--- config.mk ---
export PLATFORM = sky130hd
export DESIGN_NAME = pong_frame_renderer
export DESIGN_NICKNAME = d
export VERILOG_FILES = /design/src/rtl/pong_pkg.sv /design/src/rtl/score_digit_glyph.sv /design/src/rtl/pong_frame_renderer.sv
export SDC_FILE = /design/constraint.sdc
export NUM_CORES = 1
export LEC_CHECK = 0
export CAP_MARGIN = 15
export CORE_MARGIN = 2
export CORE_UTILIZATION = 50
export CTS_BUF_LIST = sky130_fd_sc_hd__clkbuf_4
export DETAILED_ROUTE_END_ITERATION = 12
export GPL_TIMING_DRIVEN = 1
export PLACE_DENSITY = 0.8
export SETUP_SLACK_MARGIN = 0.05
export SYNTH_ARGS = -nofsm -noshare
export SYNTH_HDL_FRONTEND = slang
export SYNTH_SLANG_ARGS = --single-unit
export TNS_END_PERCENT = 5
--- constraint.sdc ---
create_clock -name clk -period 2.25 [get_ports clk]
set_input_delay 0.5625 -clock clk [delete_from_list [all_inputs] [get_ports clk]]
set_output_delay 0.5625 -clock clk [all_outputs]
set_load 0.01 [all_outputs]
--- src/rtl/pong_pkg.sv ---
// Shared constants, types and render FSM states for the pong frame renderer.
package pong_pkg;

  localparam int H_ACTIVE  = 640;
  localparam int V_ACTIVE  = 480;
  localparam int BALL_SIZE = 5;
  localparam int PADDLE_W  = 10;
  localparam int PADDLE_H  = 120;

  typedef logic [11:0] rgb12_t;

  localparam rgb12_t FG_RGB = 12'hFFF;
  localparam rgb12_t BG_RGB = 12'h000;

  localparam logic [9:0] BALL_X_RST = 10'd318;
  localparam logic [9:0] BALL_Y_RST = 10'd238;
  localparam logic [9:0] P1_X_RST   = 10'd20;
  localparam logic [9:0] P1_Y_RST   = 10'd180;
  localparam logic [9:0] P2_X_RST   = 10'd610;
  localparam logic [9:0] P2_Y_RST   = 10'd180;

  typedef enum logic [1:0] {IDLE, LATCH, DRAW} render_state_t;

  // One-axis hit test; 11-bit sum so pos+size never wraps past 1023.
  function automatic logic span_hit(input logic [9:0] coord, input logic [9:0] pos,
                                    input logic [10:0] size);
    return ({1'b0, coord} >= {1'b0, pos}) && ({1'b0, coord} < ({1'b0, pos} + size));
  endfunction

endpackage

--- src/rtl/score_digit_glyph.sv ---
// Combinational 7-segment glyph (20x40 px, 4 px strokes); hit_o is high when
// the pixel lies on a lit segment of digit_i. Values 10-15 light nothing.
module score_digit_glyph (
  input  logic [3:0] digit_i,
  input  logic [9:0] org_x_i,
  input  logic [9:0] org_y_i,
  input  logic [9:0] x_i,
  input  logic [9:0] y_i,
  output logic       hit_o
);

  logic [6:0]  seg;  // {g,f,e,d,c,b,a}
  logic [10:0] dx, dy;
  logic        in_box, top, bot, mid, left, right, upper;

  always_comb begin
    unique case (digit_i)
      4'd0:    seg = 7'b0111111;
      4'd1:    seg = 7'b0000110;
      4'd2:    seg = 7'b1011011;
      4'd3:    seg = 7'b1001111;
      4'd4:    seg = 7'b1100110;
      4'd5:    seg = 7'b1101101;
      4'd6:    seg = 7'b1111101;
      4'd7:    seg = 7'b0000111;
      4'd8:    seg = 7'b1111111;
      4'd9:    seg = 7'b1101111;
      default: seg = 7'b0000000;
    endcase
  end

  assign dx     = {1'b0, x_i} - {1'b0, org_x_i};
  assign dy     = {1'b0, y_i} - {1'b0, org_y_i};
  assign in_box = (x_i >= org_x_i) && (y_i >= org_y_i) && (dx < 11'd20) && (dy < 11'd40);
  assign top    = dy < 11'd4;
  assign bot    = dy >= 11'd36;
  assign mid    = (dy >= 11'd18) && (dy < 11'd22);
  assign left   = dx < 11'd4;
  assign right  = dx >= 11'd16;
  assign upper  = dy < 11'd20;

  assign hit_o = in_box && ((seg[0] && top) || (seg[1] && right && upper) ||
                            (seg[2] && right && !upper) || (seg[3] && bot) ||
                            (seg[4] && left && !upper) || (seg[5] && left && upper) ||
                            (seg[6] && mid));

endmodule

--- src/rtl/pong_frame_renderer.sv ---
// Snapshots ball/paddle positions at vertical blank and renders them through a
// 2-stage compare pipeline. Define SCORE_DISPLAY_EN to draw the two score digits.
module pong_frame_renderer
  import pong_pkg::*;
(
  input  logic        clk,
  input  logic        reset,
  input  logic [9:0]  X_pix,
  input  logic [9:0]  Y_pix,
  input  logic        video_on,
  input  logic [9:0]  ball_x_location,
  input  logic [9:0]  ball_y_location,
  input  logic [9:0]  P1_paddle_x_location,
  input  logic [9:0]  P1_paddle_y_location,
  input  logic [9:0]  P2_paddle_x_location,
  input  logic [9:0]  P2_paddle_y_location,
  input  logic [3:0]  P1_score,
  input  logic [3:0]  P2_score,
  output logic [11:0] rgb,
  output logic        video_on_d,
  output logic        frame_tick
);

  render_state_t state_q, state_d;
  logic blank_cond, blank_q, blank_entry, latch_en;

  logic [9:0] ball_x_q, ball_y_q, p1_x_q, p1_y_q, p2_x_q, p2_y_q;
  logic       ball_hit_q, p1_hit_q, p2_hit_q, net_hit_q, digit_hit_q, video_on_1_q;
  logic       ball_hit_d, p1_hit_d, p2_hit_d, net_hit_d, digit_hit_d;
  rgb12_t     rgb_q, rgb_d;
  logic       video_on_2_q;

  // Edge-detected so holding the blank coordinate cannot re-trigger a latch.
  assign blank_cond  = (X_pix == 10'd0) && (Y_pix == 10'(V_ACTIVE));
  assign blank_entry = blank_cond && !blank_q;

  always_comb begin
    state_d  = state_q;
    latch_en = 1'b0;
    unique case (state_q)
      IDLE:    if (blank_entry) state_d = LATCH;
      LATCH: begin
        latch_en = 1'b1;
        state_d  = DRAW;
      end
      DRAW:    if (blank_entry) state_d = LATCH;
      default: state_d = IDLE;
    endcase
  end

  always_ff @(posedge clk) begin
    if (reset) begin
      state_q <= IDLE;
      blank_q <= 1'b0;
    end else begin
      state_q <= state_d;
      blank_q <= blank_cond;
    end
  end

  assign frame_tick = latch_en;

  always_ff @(posedge clk) begin
    if (reset) begin
      ball_x_q <= BALL_X_RST;
      ball_y_q <= BALL_Y_RST;
      p1_x_q   <= P1_X_RST;
      p1_y_q   <= P1_Y_RST;
      p2_x_q   <= P2_X_RST;
      p2_y_q   <= P2_Y_RST;
    end else if (latch_en) begin
      ball_x_q <= ball_x_location;
      ball_y_q <= ball_y_location;
      p1_x_q   <= P1_paddle_x_location;
      p1_y_q   <= P1_paddle_y_location;
      p2_x_q   <= P2_paddle_x_location;
      p2_y_q   <= P2_paddle_y_location;
    end
  end

`ifdef SCORE_DISPLAY_EN
  localparam logic [9:0] P1_DIGIT_X = 10'd280;
  localparam logic [9:0] P2_DIGIT_X = 10'd340;
  localparam logic [9:0] DIGIT_Y    = 10'd16;

  logic [3:0] p1_score_q, p2_score_q;
  logic       p1_digit_hit, p2_digit_hit;

  always_ff @(posedge clk) begin
    if (reset) begin
      p1_score_q <= 4'd0;
      p2_score_q <= 4'd0;
    end else if (latch_en) begin
      p1_score_q <= P1_score;
      p2_score_q <= P2_score;
    end
  end

  score_digit_glyph u_p1_digit (
    .digit_i(p1_score_q), .org_x_i(P1_DIGIT_X), .org_y_i(DIGIT_Y),
    .x_i(X_pix), .y_i(Y_pix), .hit_o(p1_digit_hit)
  );

  score_digit_glyph u_p2_digit (
    .digit_i(p2_score_q), .org_x_i(P2_DIGIT_X), .org_y_i(DIGIT_Y),
    .x_i(X_pix), .y_i(Y_pix), .hit_o(p2_digit_hit)
  );

  assign digit_hit_d = p1_digit_hit | p2_digit_hit;
`else
  logic unused_scores;
  assign unused_scores = ^{P1_score, P2_score};
  assign digit_hit_d   = 1'b0;
`endif

  assign ball_hit_d = span_hit(X_pix, ball_x_q, 11'(BALL_SIZE)) &&
                      span_hit(Y_pix, ball_y_q, 11'(BALL_SIZE));
  assign p1_hit_d   = span_hit(X_pix, p1_x_q, 11'(PADDLE_W)) &&
                      span_hit(Y_pix, p1_y_q, 11'(PADDLE_H));
  assign p2_hit_d   = span_hit(X_pix, p2_x_q, 11'(PADDLE_W)) &&
                      span_hit(Y_pix, p2_y_q, 11'(PADDLE_H));
  assign net_hit_d  = ((X_pix == 10'(H_ACTIVE / 2 - 1)) || (X_pix == 10'(H_ACTIVE / 2))) &&
                      !Y_pix[3];

  always_ff @(posedge clk) begin
    if (reset) begin
      ball_hit_q   <= 1'b0;
      p1_hit_q     <= 1'b0;
      p2_hit_q     <= 1'b0;
      net_hit_q    <= 1'b0;
      digit_hit_q  <= 1'b0;
      video_on_1_q <= 1'b0;
    end else begin
      ball_hit_q   <= ball_hit_d;
      p1_hit_q     <= p1_hit_d;
      p2_hit_q     <= p2_hit_d;
      net_hit_q    <= net_hit_d;
      digit_hit_q  <= digit_hit_d;
      video_on_1_q <= video_on;
    end
  end

  always_comb begin
    rgb_d = 12'h000;
    if (video_on_1_q && (state_q != IDLE)) begin
      if (ball_hit_q | p1_hit_q | p2_hit_q | net_hit_q | digit_hit_q) rgb_d = FG_RGB;
      else                                                            rgb_d = BG_RGB;
    end
  end

  always_ff @(posedge clk) begin
    if (reset) begin
      rgb_q        <= 12'h000;
      video_on_2_q <= 1'b0;
    end else begin
      rgb_q        <= rgb_d;
      video_on_2_q <= video_on_1_q;
    end
  end

  assign rgb        = rgb_q;
  assign video_on_d = video_on_2_q;

endmodule

## Word-level counts from Yosys, hierarchy flattened

Index checks and enable logic that the tools add are counted.

| operators by class | value |
|---|---|
| shift operators | 0 |
| bitwise gates (word level) | 4 |
| reductions and logical operators | 21 |
| equal/unequal tests | 6 |
| mux-type cells | 4 |
| add/sub/neg operators | 6 |
| magnitude comparators | 12 |
| divide/modulo/power cells | 0 |
| $mul | 0 |

Operators with widths:

| kind | number |
|---|---|
| < comparator 10 x 11 -> 1 bit | 6 |
| greater-or-equal comparator 10 bit | 6 |
| equality test 10 x 9 -> 1 bit, second input constant | 3 |
| adder 10 x 3 -> 11 bit, second input constant | 2 |
| adder 10 x 4 -> 11 bit, second input constant | 2 |
| adder 10 x 7 -> 11 bit, second input constant | 2 |
| logical AND 1 bit | 13 |
| two-way mux 12 bit | 1 |
| logical NOT 10 bit | 1 |
| one-hot mux 2 bit (2 select lines) | 1 |
| OR reduction 2 bit | 2 |
| bitwise OR 1 bit | 3 |
| equality test 2 x 1 -> 1 bit, second input constant | 1 |
| equality test 2 bit, second input constant | 1 |
| logical NOT 1 bit | 2 |
| logical NOT 2 bit | 1 |
| two-way mux 2 bit | 1 |
| != test 2 x 1 -> 1 bit, second input constant | 1 |
| nonzero test 2 bit | 1 |
| logical OR 1 bit | 1 |
| two-way mux 1 bit | 1 |
| inverter 1 bit | 1 |

| word-level totals | value |
|---|---|
| output and inout port bits | 14 |
| word-level logic and storage cells | 68 |
| latch bits | 0 |
| memory bits (read-only) | 0 |
| memory bits (writable) | 0 |
| memories | 0 |
| register bits after elaboration | 81 |

## Depth between registers and ports, before layout

| depth | value |
|---|---|
| depth after elaboration | 5 |
| mapped depth | 11 |

## Least setup slack after synthesis

Ideal clock, no wire load.

| path | value |
|---|---|
| kind | register to register |
| from | register p1_x_q[1] |
| to | register p1_hit_q |
| data required time | 2.162 ns |
| library setup time | 0.088 ns |
| path slack | 0.038 ns |
| arrival | 2.124 ns |
| clock period less this slack | 2.212 ns |
| stages on the path, launching flop included | 11 |
| path buffers | 0 |
| cells stage by stage | dfxtp_1 > ha_1 > o21ai_0 > or3_1 > xnor2_1 > ha_1 > o21a_1 > o21ai_0 > a32oi_1 > o22a_1 > nor4_2 |

| on the way | value |
|---|---|
| cells in the longest elaborated chain, start to end | 4 |
| elaborated cells on any way between the ends | 5 |
| those cells by class | 1 x add/sub; 2 x order compare; 2 x reduce/logical |

Ends and longest elaborated chain:

| element | line | RTL |
|---|---|---|
| start, declared | pong_frame_renderer.sv:27 | `logic [9:0] ball_x_q, ball_y_q, p1_x_q, p1_y_q, p2_x_q, p2_y_q;` |
| start signal, assigned | pong_frame_renderer.sv:74 | `p1_x_q <= P1_paddle_x_location;` |
| adder 10 x 4 -> 11 bit | pong_pkg.sv:27 | `return ({1'b0, coord} >= {1'b0, pos}) && ({1'b0, coord} < ({1'b0, pos} + size));` |
| < comparator 10 x 11 -> 1 bit | pong_pkg.sv:27 |  |
| logical AND 1 bit * | pong_pkg.sv:27 |  |
| logical AND 1 bit * | pong_frame_renderer.sv:118 | `assign p1_hit_d = span_hit(X_pix, p1_x_q, 11'(PADDLE_W)) &&` |
| end signal, assigned | pong_frame_renderer.sv:135 | `p1_hit_q <= p1_hit_d;` |
| end, declared | pong_frame_renderer.sv:28 | `logic ball_hit_q, p1_hit_q, p2_hit_q, net_hit_q, digit_hit_q, video_on_1_q;` |

Mark *: on every way between the ends. The rest lies on a longest branch, timed or not.
A chain may end at the register's enable or synchronous reset.

## Worst setup path in the final report

| path | value |
|---|---|
| from | register p1_x_q[2] |
| to | register p1_hit_q |

The elaborated chain is that of the path after synthesis.

==> metrics.md <==
| Metric | Value |
|---|---|
| Max-Cap Viols | 0 |
| Die width | 111.6 um |
| Starting Density | 0.5091 |
| Post-detail-place hpwl | 12020 um |
| Largest net degree at the start of global routing | 87 |
| Sequential-to-total area share from yosys stat | 0.2421 |
| Die ar. | 12450 sq um |
| Vias/cell | 5.572 |
| Worst Setup Start Kind | flop |
| First-iteration detailed-routing DRC count | 243 |
| I/O pins | 105 |
| Post-synth ARST share | 0 |
| Post-route clock skew | 0.009332 ns |
| Synth Cell Area | 5788 sq um |
| Core Util, Final | 0.6642 |
| Layout cells sized above 1 | 0.1481 |
| Synth Warn # | 0 |
| Cell Chain, Critical Path | ha_4 -> o21ai_2 -> or3_4 -> xnor2_2 -> ha_1 -> o21a_1 -> o21ai_1 -> a32oi_1 -> o22a_1 -> nor4_2 |
| Most frequent cells in the layout | 116 x ha_1, 94 x clkdlybuf4s50_1, 88 x nand2_1 |
| Worst Tran Pin Value | 0.4917 ns |
| PD cells | 322.0 nW/um^2 |
| Endpoints failing setup | 3 |
| Non-filler cells in the finished layout | 1007 |
| Final hold viol count | 0 |
| PnR worst setup slack | -0.04483 ns |
| Slowest Stage Delay on Critical Path | 0.38 ns |
| Max IR drop VDD | 0.3525 mV |
| Final min period | 2.295 ns |
| WP data arrival | 2.67 ns |
| Clock tree buffer depth | 2 |
| Num CTS Buffers | 9 |
| Antenna violations before repair | 0 |
| Vias | 5611 |
| Fmax | 435.8 MHz |
| CTS sink cnt | 70 |
| Area growth from synthesis to layout | 30.48% |
| Most used DFF post-synth | dfxtp_1 |
| Tot GR Track Use | 0.2529 |
| Outcome | finished, violations left |
| Wirelength, routed | 15370 um |
| CTS tree | done |
| Worst-path clk slew | 0.12 ns |
| FF+latch count, synth | 70 |
| Layout Nets | 1069 |
| Commonest non-fill, non-tap cell in the layout | ha_1 |
| Pre-antenna DRT Iters | 4 |
| WS Path Type | reg -> reg |
| Avg Synthesized Cell Area | 8.164 sq um |
| # hold bufs at CTS | 0 |
| Routability cong. | 0.9035 |
| Top cell type's share of synthesized area | 0.2551 |
| Slew headroom | 0.6692 |
| Synth Instances | 709 |
| First-pass GRT wire length | 26030 um |
| Setup WS pre-CTS | -0.2946 ns |
| Port bufs | 96 |
| Total gr overflow | 0 |
| LEAKAGE | 3.308 nW |
| DR DRC count | 0 |
| Later-pin clock latency in the skew report | 0.45 ns |
| Synth area leader | ha_1 |
| Diodes inserted | 0 |
| Synth cell types | 53 |
| Die Height | 111.6 um |
| Crit Path Max Fanout | 2 |
| CP max-delay cell | dfxtp_2 |
| Antenna Nets Post-Route | 0 |
| Number of enable flip-flop cells after synthesis | 0 |
| Endpoint class of the critical path | flop |
| Clk root buf | clkbuf_4 |
| RSZ-0062 raised after global routing | yes |
| Vias in the first global route | 5818 |
| FP Rows | 39 |
| Slew Limit Fails | 0 |
| CP required | 2.63 ns |
| Inst Count DP | 984 |
| Type of the worst min-delay path | reg -> reg |
| Synth area leaders | ha_1 26%, dfxtp_1 24%, nand2_1 5.7% |
| Failing checks | negative setup slack |
| WL/cell | 15.27 um |
| H-tree Lvls | 3 |
| Mapped Nets | 918 |
| Core box area | 11370 sq um |
| Layout fillers | 925 |
| Post-route clock period utilization | 1.020 |
[synth_stat cells (all sizes together), types with 4 or more instances]
master	count
a211o	30
a21o	9
a21oi	63
a31oi	10
buf	21
clkbuf	11
dfxtp	70
ha	118
inv	67
nand2	88
nand2b	7
nand3	15
nand4	5
nor2	47
nor2b	6
nor3	18
nor4	9
o2111ai	5
o21a	6
o21ai	25
xnor2	36
xor2	4
[flip-flops by register name, summed over array words and instances, names as in the netlist]
name / cells
p2_y_q: 10
ball_hit_q: 1
ball_y_q: 10
p1_hit_q: 1
p1_x_q: 10
blank_q: 1
p1_y_q: 10
state_q: 2
rgb: 1
p2_x_q: 10
p2_hit_q: 1
video_on_1_q: 1
ball_x_q: 10
video_on_d: 1
net_hit_q: 1
[metal layers]
layer  share of wire  wire [um]  vias to the layer above  global-route usage
met3           0.043        657                       39             0.05661
met5               0          0                        -                   0
met4           0.031        474                        0              0.1021
met1            0.44       6701                     2623              0.2908
met2            0.49       7538                      145              0.4545
li1                -          -                     2804                   -
[report_power, final]
group / internal (mW) / switching (mW)
sequential: 1.24 / 0.000962
combinational: 0.283 / 0.219
clock: 0.207 / 0.480
total: 1.73 / 0.700
[cell families (layout without fill, tap and decap cells)]
group	after synthesis	after routing	share of synthesized area
AO/OA/AOI/OAI	173	173	0.1989
flip-flops	70	70	0.2421
buffers and inverters	99	254	0.07328
AND/OR/NAND/NOR	209	209	0.1701
adder cells (fa/ha/maj)	118	118	0.2551
XOR/XNOR	40	40	0.06053
[timing repair]
action	in CTS	in global routing
pin swaps	12	10
buffers inserted	4	4
hold endpoints to repair	0	0
setup endpoints to repair	15	16
gates resized for setup	18	13
cloned	0	0
[cell type report]
class,instances,area [sq um],area share
Inverter,67,251.5,0.03330
Multi-Input combinational cell,540,4064,0.5381
Tap cell,143,178.9,0.02369
Sequential cell,70,1411,0.1869
Clock buffer,9,67.56,0.008946
Timing Repair Buffer,172,1549,0.2051
Clock inverter,6,30.03,0.003976
[path summary, 6_finish.rpt]
kind | from | endpoint | slack (ns) | cells past startpoint
setup / recovery | p1_x_q[2] | p1_hit_q | -0.04 | 10
hold / removal | blank_q | state_q[0] | 0.44 | 1
setup reg to reg | p1_x_q[2] | p1_hit_q | -0.04 | 10
hold reg to reg | blank_q | state_q[0] | 0.44 | 1
[stage by stage]
stage | hold slack [ns] | cell area (sq um) | power [mW] | setup TNS [ns]
after CTS | 0.4434 | 7467 | 2.440 | 0
after global routing | 0.4437 | 7552 | 2.554 | -0.5394
after detailed placement | 0.4285 | 7277 | 1.759 | -1.404
after floorplan | 0.4158 | 5792 | 1.461 | 0
after global placement | 0.4154 | 7277 | 1.740 | -1.130
final | 0.4352 | 7552 | 2.432 | -0.08788
[worst max-delay path: cells and delay by family, from the launching register on]
family / cells / cell delay [ns]
AOI/OAI and AO/OA: 5 / 0.68
and+or+nand+nor: 2 / 0.60
adders and majority gates: 2 / 0.41
DFF: 1 / 0.38
xor gates and xnor gates: 1 / 0.14
(Power assumes the default switching activity.)
